[config.mk]
export PLATFORM = sky130hd
export DESIGN_NAME = alu_operand_stage
export DESIGN_NICKNAME = d
export VERILOG_FILES = /design/src/rtl/alu_operand_stage.sv
export SDC_FILE = /design/constraint.sdc
export NUM_CORES = 1
export LEC_CHECK = 0
export CORE_UTILIZATION = 34
export CTS_CLUSTER_DIAMETER = 200
export DETAILED_ROUTE_END_ITERATION = 6
export PLACE_DENSITY_LB_ADDON = 0.25
export SYNTH_ARGS = -nofsm -noshare
export SYNTH_HDL_FRONTEND = slang
export SYNTH_SLANG_ARGS = --single-unit
export TNS_END_PERCENT = 1
[constraint.sdc]
create_clock -name clock -period 2.38 [get_ports clock]
set_input_delay 0.476 -clock clock [delete_from_list [all_inputs] [get_ports clock]]
set_output_delay 0.476 -clock clock [all_outputs]
set_load 0.01 [all_outputs]
[src/rtl/alu_operand_stage.sv]
// alu_operand_stage: ID/EX register that feeds the ALU.
// Forwards results from EX/MEM and MEM/WB, then selects Pc or Imm.
// Masks shift amounts and registers AluOp, A and B.
// Inserts one bubble for a load-use hazard.
// Honours downstream Stall and Flush.
module alu_operand_stage #(
    parameter int n     = 32,
    parameter int RADDR = 5
) (
    input  logic             clock,
    input  logic             nReset,
    input  logic             InValid,
    output logic             InReady,
    input  logic [3:0]       InAluOp,
    input  logic [RADDR-1:0] Rs1,
    input  logic [RADDR-1:0] Rs2,
    input  logic [n-1:0]     Rs1Data,
    input  logic [n-1:0]     Rs2Data,
    input  logic [n-1:0]     Imm,
    input  logic [n-1:0]     Pc,
    input  logic             SrcASel,
    input  logic             SrcBSel,
    input  logic             UsesRs1,
    input  logic             UsesRs2,
    input  logic [RADDR-1:0] InRd,
    input  logic             InIsLoad,
    input  logic             MemWe,
    input  logic [RADDR-1:0] MemRd,
    input  logic [n-1:0]     MemData,
    input  logic             WbWe,
    input  logic [RADDR-1:0] WbRd,
    input  logic [n-1:0]     WbData,
    input  logic             Stall,
    input  logic             Flush,
    output logic [3:0]       AluOp,
    output logic [n-1:0]     A,
    output logic [n-1:0]     B,
    output logic [RADDR-1:0] OutRd,
    output logic             OutIsLoad,
    output logic             OutValid
);

    logic [3:0]       r_aluOp;
    logic [n-1:0]     r_a;
    logic [n-1:0]     r_b;
    logic [RADDR-1:0] r_rd;
    logic             r_isLoad;
    logic             r_valid;

    logic [n-1:0]     w_fwd1;
    logic [n-1:0]     w_fwd2;
    logic [n-1:0]     w_srcA;
    logic [n-1:0]     w_srcBRaw;
    logic [n-1:0]     w_srcB;
    logic             w_isShift;
    logic             w_loadUse;

    // The youngest producer (EX/MEM) wins over MEM/WB; x0 is never forwarded
    function automatic logic [n-1:0] forwardSource(
        input logic [RADDR-1:0] rs,
        input logic [n-1:0]     regData,
        input logic             memWe,
        input logic [RADDR-1:0] memRd,
        input logic [n-1:0]     memData,
        input logic             wbWe,
        input logic [RADDR-1:0] wbRd,
        input logic [n-1:0]     wbData
    );
        logic [n-1:0] result;
        result = regData;
        if (rs != '0) begin
            if (memWe && (memRd == rs)) begin
                result = memData;
            end else if (wbWe && (wbRd == rs)) begin
                result = wbData;
            end
        end
        return result;
    endfunction

    // Resolve forwarded sources, then apply the Pc/Imm select and the shift-amount mask
    always_comb begin
        w_fwd1    = forwardSource(Rs1, Rs1Data, MemWe, MemRd, MemData, WbWe, WbRd, WbData);
        w_fwd2    = forwardSource(Rs2, Rs2Data, MemWe, MemRd, MemData, WbWe, WbRd, WbData);
        w_srcA    = SrcASel ? Pc  : w_fwd1;
        w_srcBRaw = SrcBSel ? Imm : w_fwd2;
        w_isShift = (InAluOp == 4'b0010) || (InAluOp == 4'b1010) || (InAluOp == 4'b1011);
        w_srcB    = w_srcBRaw;
        if (w_isShift) begin
            w_srcB = {{(n-5){1'b0}}, w_srcBRaw[4:0]};
        end
    end

    // A load sitting in the output register cannot feed a dependent instruction yet
    always_comb begin
        w_loadUse = r_valid && r_isLoad && (r_rd != '0) &&
                    ((UsesRs1 && (Rs1 == r_rd)) || (UsesRs2 && (Rs2 == r_rd)));
        InReady   = !Stall && !w_loadUse;
    end

    // Output register: flush beats stall, stall beats bubble, bubble beats capture
    always_ff @(posedge clock or negedge nReset) begin
        if (!nReset) begin
            r_aluOp  <= '0;
            r_a      <= '0;
            r_b      <= '0;
            r_rd     <= '0;
            r_isLoad <= 1'b0;
            r_valid  <= 1'b0;
        end else if (Flush) begin
            r_valid  <= 1'b0;
        end else if (Stall) begin
            r_valid  <= r_valid;
        end else if (w_loadUse) begin
            r_valid  <= 1'b0;
            r_isLoad <= 1'b0;
        end else if (InValid) begin
            r_aluOp  <= InAluOp;
            r_a      <= w_srcA;
            r_b      <= w_srcB;
            r_rd     <= InRd;
            r_isLoad <= InIsLoad;
            r_valid  <= 1'b1;
        end else begin
            r_valid  <= 1'b0;
        end
    end

    assign AluOp     = r_aluOp;
    assign A         = r_a;
    assign B         = r_b;
    assign OutRd     = r_rd;
    assign OutIsLoad = r_isLoad;
    assign OutValid  = r_valid;

endmodule

==> impl_metrics.yaml, run 1 <==
placement:
  gp_congestion: 0.933
  numPortBuffers: 308
  dp_hpwl_um: 17300
clock_tree:
  cts.sinks: 75
  cts_buffers: 9
  cts_hold_buf: 0
  htreeDepth: 3
  clk_pin_slew_ns: 0.07
  ctsLongestPathBuffers: 2
  cts_tree: "yes"
  cts-root-buf: "clkbuf_16"
  clk_latency_ns: 0.35
power:
  p_sw_share_pct: 29.5
  combPwrFrac_pct: 38.3
  p_clk_share_pct: 29.5
  fin_total_pwr_uw: 5120
  seqPwrFrac_pct: 32.2
  vdd_ir_drop_max_mv: 0.377
  power_density_nw_per_um2: 530
  power_switching_uw: 1510
  leakage_uw: 0.00409
  p_int_uw: 3610
critical_path:
  worstSetupEndpointType: "flop"
  cp.required_ns: 2.60
  cpLargestDelayFamily: "compound AO/OA/AOI/OAI gates"
  slowest_delay_ns: 0.40
  critPathArrivalTime_ns: 2.61
  crit_fanout: 14
  path_cells: "or3_4 -> o311a_1 -> buf_4 -> a21o_4 -> a31o_4 -> buf_12 -> o41ai_2"
  worstPathBufferInverterCount: 2
  critPathLaunchType: "flop"
  slowest_stage: "or3_4"
  criticalPathCategory: "flop to flop"
drt:
  postRouteAntennaNets: 0
  vias_per_cell: 5.74
  post_drt_wl_per_cell_um: 21.8
  wirelength_um: 24100
  drt_iter0_markers: 376
  firstDrtPassIters: 6
  drc_errors: 0
  num_vias: 6346
sta:
  worst_pin_slew_ns: 0.529
  final.period_utilization_pct: 101
  layout_min_cycle_time_ns: 2.39
  max_slew_margin_pct: 64.7
  setup_viol: 1
  rsz0062_at_grt: "yes"
  finalHoldViolCount: 0
  skew_ns: 0.0144
  max_freq_mhz: 418
  finalWorstSetupSlack_ns: -0.0128
  drv_slew: 0
global_route:
  overflow: 0
  antenna_found_initial: 0
  grt_usage_pct: 30.1
  grt_max_degree: 43
  grt_use_met2_pct: 53.5
  top_usage_layer: "met2"
  grt_pass1_wl_um: 34100
  grt_pass1_vias: 6549
  use_met1_pct: 32.5
  use_met3_pct: 7.24
logic_synthesis:
  synth-edff-count: 0
  yosysTopAreaCell: "dfrtp_1"
  synth_seq_cells: 75
  yosysSeqAreaShare_pct: 37.6
  ys_async_sr_fraction_pct: 100
  synth_nets: 799
  synthFlopType: "dfrtp_1"
  syn_area_sq_um: 4990
  yosysTopAreaCellShare_pct: 37.6
  synth_most_common_cell: "nor2_1"
  yosysWarnings: 0
  synthCells: 566
  synth_area_leaders: "dfrtp_1, nor2_1, o22ai_1"
  yosys-top-cells-count: "nor2_1, dfrtp_1, nand2_1"
  syn_area_per_cell_sq_um: 8.82
  yosysUniqueCellTypes: 41
layout:
  drive_above_1_share_pct: 21.2
  final_nets: 1155
  syn_to_final_growth_pct: 93.3
  fillers: 1103
  n_antenna_cell: 0
  final_util_pct: 68.5
floorplanning:
  core_sq_um: 14100
  start_util_pct: 35.4
  row_count: 43
  die-area_sq_um: 15200
  pin_count: 309
  dieWidth_um: 123
  dieHeight_um: 123
worst_hold_path:
  hold_class: "primary input to async pin"
run_status:
  failed_checks: "setup timing"
  status: "finished, violations left"
job:
  drv_cap: 0
-- layer usage --
layer  vias to the layer above  share of wire (%)
li1                       2807                  -
met1                      3066                 36
met2                       392                 50
met3                        81                9.2
met4                         0                4.2
met5                         -                  0
-- path summary, 6_finish.rpt --
| check | cells past startpoint | slack [ns] | to | from |
|---|---|---|---|---|
| max in group asynchronous | 2 | 1.61 | A[23] | nReset |
| min | 1 | 0.09 | A[6] | nReset |
| min reg2reg | 2 | 0.47 | A[20] | A[20] |
| max reg2reg | 7 | -0.01 | B[23] | OutRd[0] |
| min in group clock | 2 | 0.47 | A[20] | A[20] |
| max | 7 | -0.01 | B[23] | OutRd[0] |
-- power groups by stage --
stage | Clock, uW | Combinational, uW | Sequential, uW
2_1_floorplan | 0 | 516 | 1770
3_3_place_gp | 0 | 1790 | 1660
3_5_place_dp | 0 | 1830 | 1670
4_1_cts | 1530 | 1880 | 1650
5_1_grt | 1570 | 2070 | 1680
6_report | 1510 | 1960 | 1650
-- state kept, by name, summed over array words and instances (netlist names) --
register   cells
AluOp          4
OutIsLoad      1
OutValid       1
OutRd          5
B             32
A             32
-- cells by family (layout without fill, tap and decap cells) --
kind of cell / count (synthesis) / count (layout) / share of synthesized area (%)
compound gates: 152 / 152 / 25.3
xor+xnor: 30 / 30 / 5.26
buf+inv: 46 / 406 / 4.21
flops: 75 / 75 / 37.6
mux: 46 / 46 / 10.2
simple gates: 217 / 217 / 17.4
-- what timing repair did --
| action | in CTS | in global routing |
|---|---|---|
| resized for setup | 29 | 45 |
| buffers inserted | 0 | 7 |
| pin swaps | 2 | 15 |
| setup endpoints to repair | 52 | 65 |
| gates cloned | 0 | 4 |
-- metrics by stage --
stage	area, sq um	cells	setup slack (ns)	TNS, ns	hold slack (ns)
global route	9650	1106	-0.0414	-0.132	0.123
detailed placement	8790	1080	-0.492	-24.89	0.463
finish	9650	1106	-0.0128	-0.0128	0.0877
global placement	8790	1080	-0.413	-21.26	0.456
CTS	9260	1095	-0.0383	-0.110	0.119
floorplan	4990	566	0.0678	0	0.180
-- cell usage in the layout, fill, tap and decap left out, types with 10 or more instances in the layout --
cell / n
xnor2_1: 17
o22ai_1: 60
o21ai_0: 10
clkbuf_16: 13
buf_4: 57
clkdlybuf4s50_1: 296
buf_12: 13
dlymetal6s2s_1: 10
mux2_2: 32
nand2_1: 73
xor2_1: 12
o41ai_2: 36
o41ai_1: 16
dfrtp_1: 75
nor2_1: 115
-- cell type report --
cell class	count	area, sq um	area share (%)
repair buffers	387	3960	41.1
clock inverters	5	77.6	0.804
flip-flops and latches	75	1880	19.4
clock buffers	10	239	2.48
multi-input cells	445	3250	33.7
inverters	4	15.0	0.156
well taps	180	225	2.33
Note: power is estimated with default switching activity, not from simulation.
==> run 2: changes to the inputs <==
CORE_UTILIZATION = 35   (was 34)
PLACE_DENSITY = 0.75   (was not set)
PLACE_DENSITY_LB_ADDON = not set   (was 0.25)
clock period = 2.33 ns   (was 2.38 ns; I/O delays follow)
==> impl_metrics.yaml, run 2 (synthesis gave the netlist of run 1 again) <==
run_status:
  status: "finished clean"
placement:
  dp_hpwl_um: 17200
  gp_congestion: 0.967
  numPortBuffers: 308
clock_tree:
  clk_pin_slew_ns: 0.06
  ctsLongestPathBuffers: 2
  clk_latency_ns: 0.34
  cts_buffers: 9
  cts_tree: "yes"
  cts_hold_buf: 0
  cts-root-buf: "clkbuf_16"
  htreeDepth: 3
  cts.sinks: 75
critical_path:
  slowest_delay_ns: 0.41
  criticalPathCategory: "flop to flop"
  worstSetupEndpointType: "flop"
  crit_fanout: 26
  path_cells: "or3_4 -> o311a_4 -> a21o_4 -> a31o_2 -> buf_12 -> o41ai_2"
  worstPathBufferInverterCount: 1
  slowest_stage: "or3_4"
  cp.required_ns: 2.55
  cpLargestDelayFamily: "compound AO/OA/AOI/OAI gates"
  critPathLaunchType: "flop"
  critPathArrivalTime_ns: 2.51
sta:
  rsz0062_at_grt: "yes"
  worst_pin_slew_ns: 0.500
  worst_hold_slack_ns: 0.0868
  skew_ns: 0.00678
  max_freq_mhz: 437
  finalHoldViolCount: 0
  final.setup.tns_ns: 0
  max_slew_margin_pct: 66.7
  drv_slew: 0
  final.period_utilization_pct: 98.3
  layout_min_cycle_time_ns: 2.29
  setup_viol: 0
drt:
  vias_per_cell: 5.65
  num_vias: 6194
  post_drt_wl_per_cell_um: 20.9
  wirelength_um: 22900
  firstDrtPassIters: 5
  drc_errors: 0
  postRouteAntennaNets: 0
  drt_iter0_markers: 380
power:
  power_density_nw_per_um2: 537
  vdd_ir_drop_max_mv: 0.315
  leakage_uw: 0.00391
global_route:
  overflow: 0
  grt_usage_pct: 30.2
  grt_pass1_vias: 6468
  grt_max_degree: 43
  grt_pass1_wl_um: 33900
  antenna_found_initial: 1
layout:
  mostFrequentLayoutCells: "clkdlybuf4s50_1, nor2_1, dfrtp_1"
  multi_input_comb_area_sq_um: 3150
  seq_area_sq_um: 1880
  fillers: 1079
  final_nets: 1143
  drive_above_1_share_pct: 19.5
  syn_to_final_growth_pct: 87.6
  final_common_cell: "clkdlybuf4s50_1"
job:
  drv_cap: 0
floorplanning:
  core_sq_um: 13900
  dieHeight_um: 121
  dieWidth_um: 121
  die-area_sq_um: 14700
  row_count: 43
  start_util_pct: 36.0
  pin_count: 309
worst_hold_path:
  hold_class: "primary input to async pin"
-- run 2: layout make-up --
cell class                      count  share of cell area [%]
Multi-Input combinational cell    445                    33.6
Antenna cell                        1                  0.0267
Clock inverter                      5                   0.561
Inverter                            4                   0.160
Timing Repair Buffer              375                    40.6
Tap cell                          180                    2.40
Clock buffer                       11                    2.59
Sequential cell                    75                    20.0
-- run 2: routing by layer --
layer  part of all wire [%]  up-vias  global-route usage, %
met2                     49      353                   50.7
li1                       -     2787                      -
met4                    4.4        0                   16.1
met1                     39     2981                   35.8
met3                    8.5       73                   6.63
met5                      0        -                      0
-- run 2: worst reg2reg max path: cells and delay by family (launching register included) --
kind            cells  cell delay, ns
simple gates        1            0.41
flops               1            0.38
buf+inv             1            0.18
compound gates      4            1.21
-- run 2: path summary, 6_finish.rpt --
kind	depth (start not counted)	startpoint	slack, ns	to
worst max register to register	6	OutRd[2]	0.04	B[9]
max in group asynchronous	2	nReset	1.63	A[22]
worst min register to register	2	AluOp[2]	0.48	AluOp[2]
worst max-delay path	6	OutRd[2]	0.04	B[9]
worst min-delay path	1	nReset	0.09	OutIsLoad
min in group clock	2	AluOp[2]	0.48	AluOp[2]
-- run 2: timing repair --
action,in CTS,in global routing
setup endpoints to repair,59,62
pin swaps,5,9
gates resized for setup,27,23
cloned,0,2
setup buffers,1,1
-- run 2: stage by stage --
step	power (uW)	utilization (%)	instances	cell area, sq um	setup WS (ns)
after global routing	5270	67.5	1096	9370	-0.0539
after CTS	5020	66.1	1092	9170	-0.0227
after detailed placement	3570	63.2	1075	8770	-0.512
final	5030	67.5	1096	9370	0.0397
after floorplan	2330	-	566	4990	0.0278
after global placement	3520	63.2	1075	8770	-0.429
-- run 2: power by group --
group          switching (uW)  leakage, uW  internal [uW]
combinational             762      0.00284           1160
clock                     562     0.000145            854
sequential                160     0.000931           1540
total                    1480      0.00391           3550
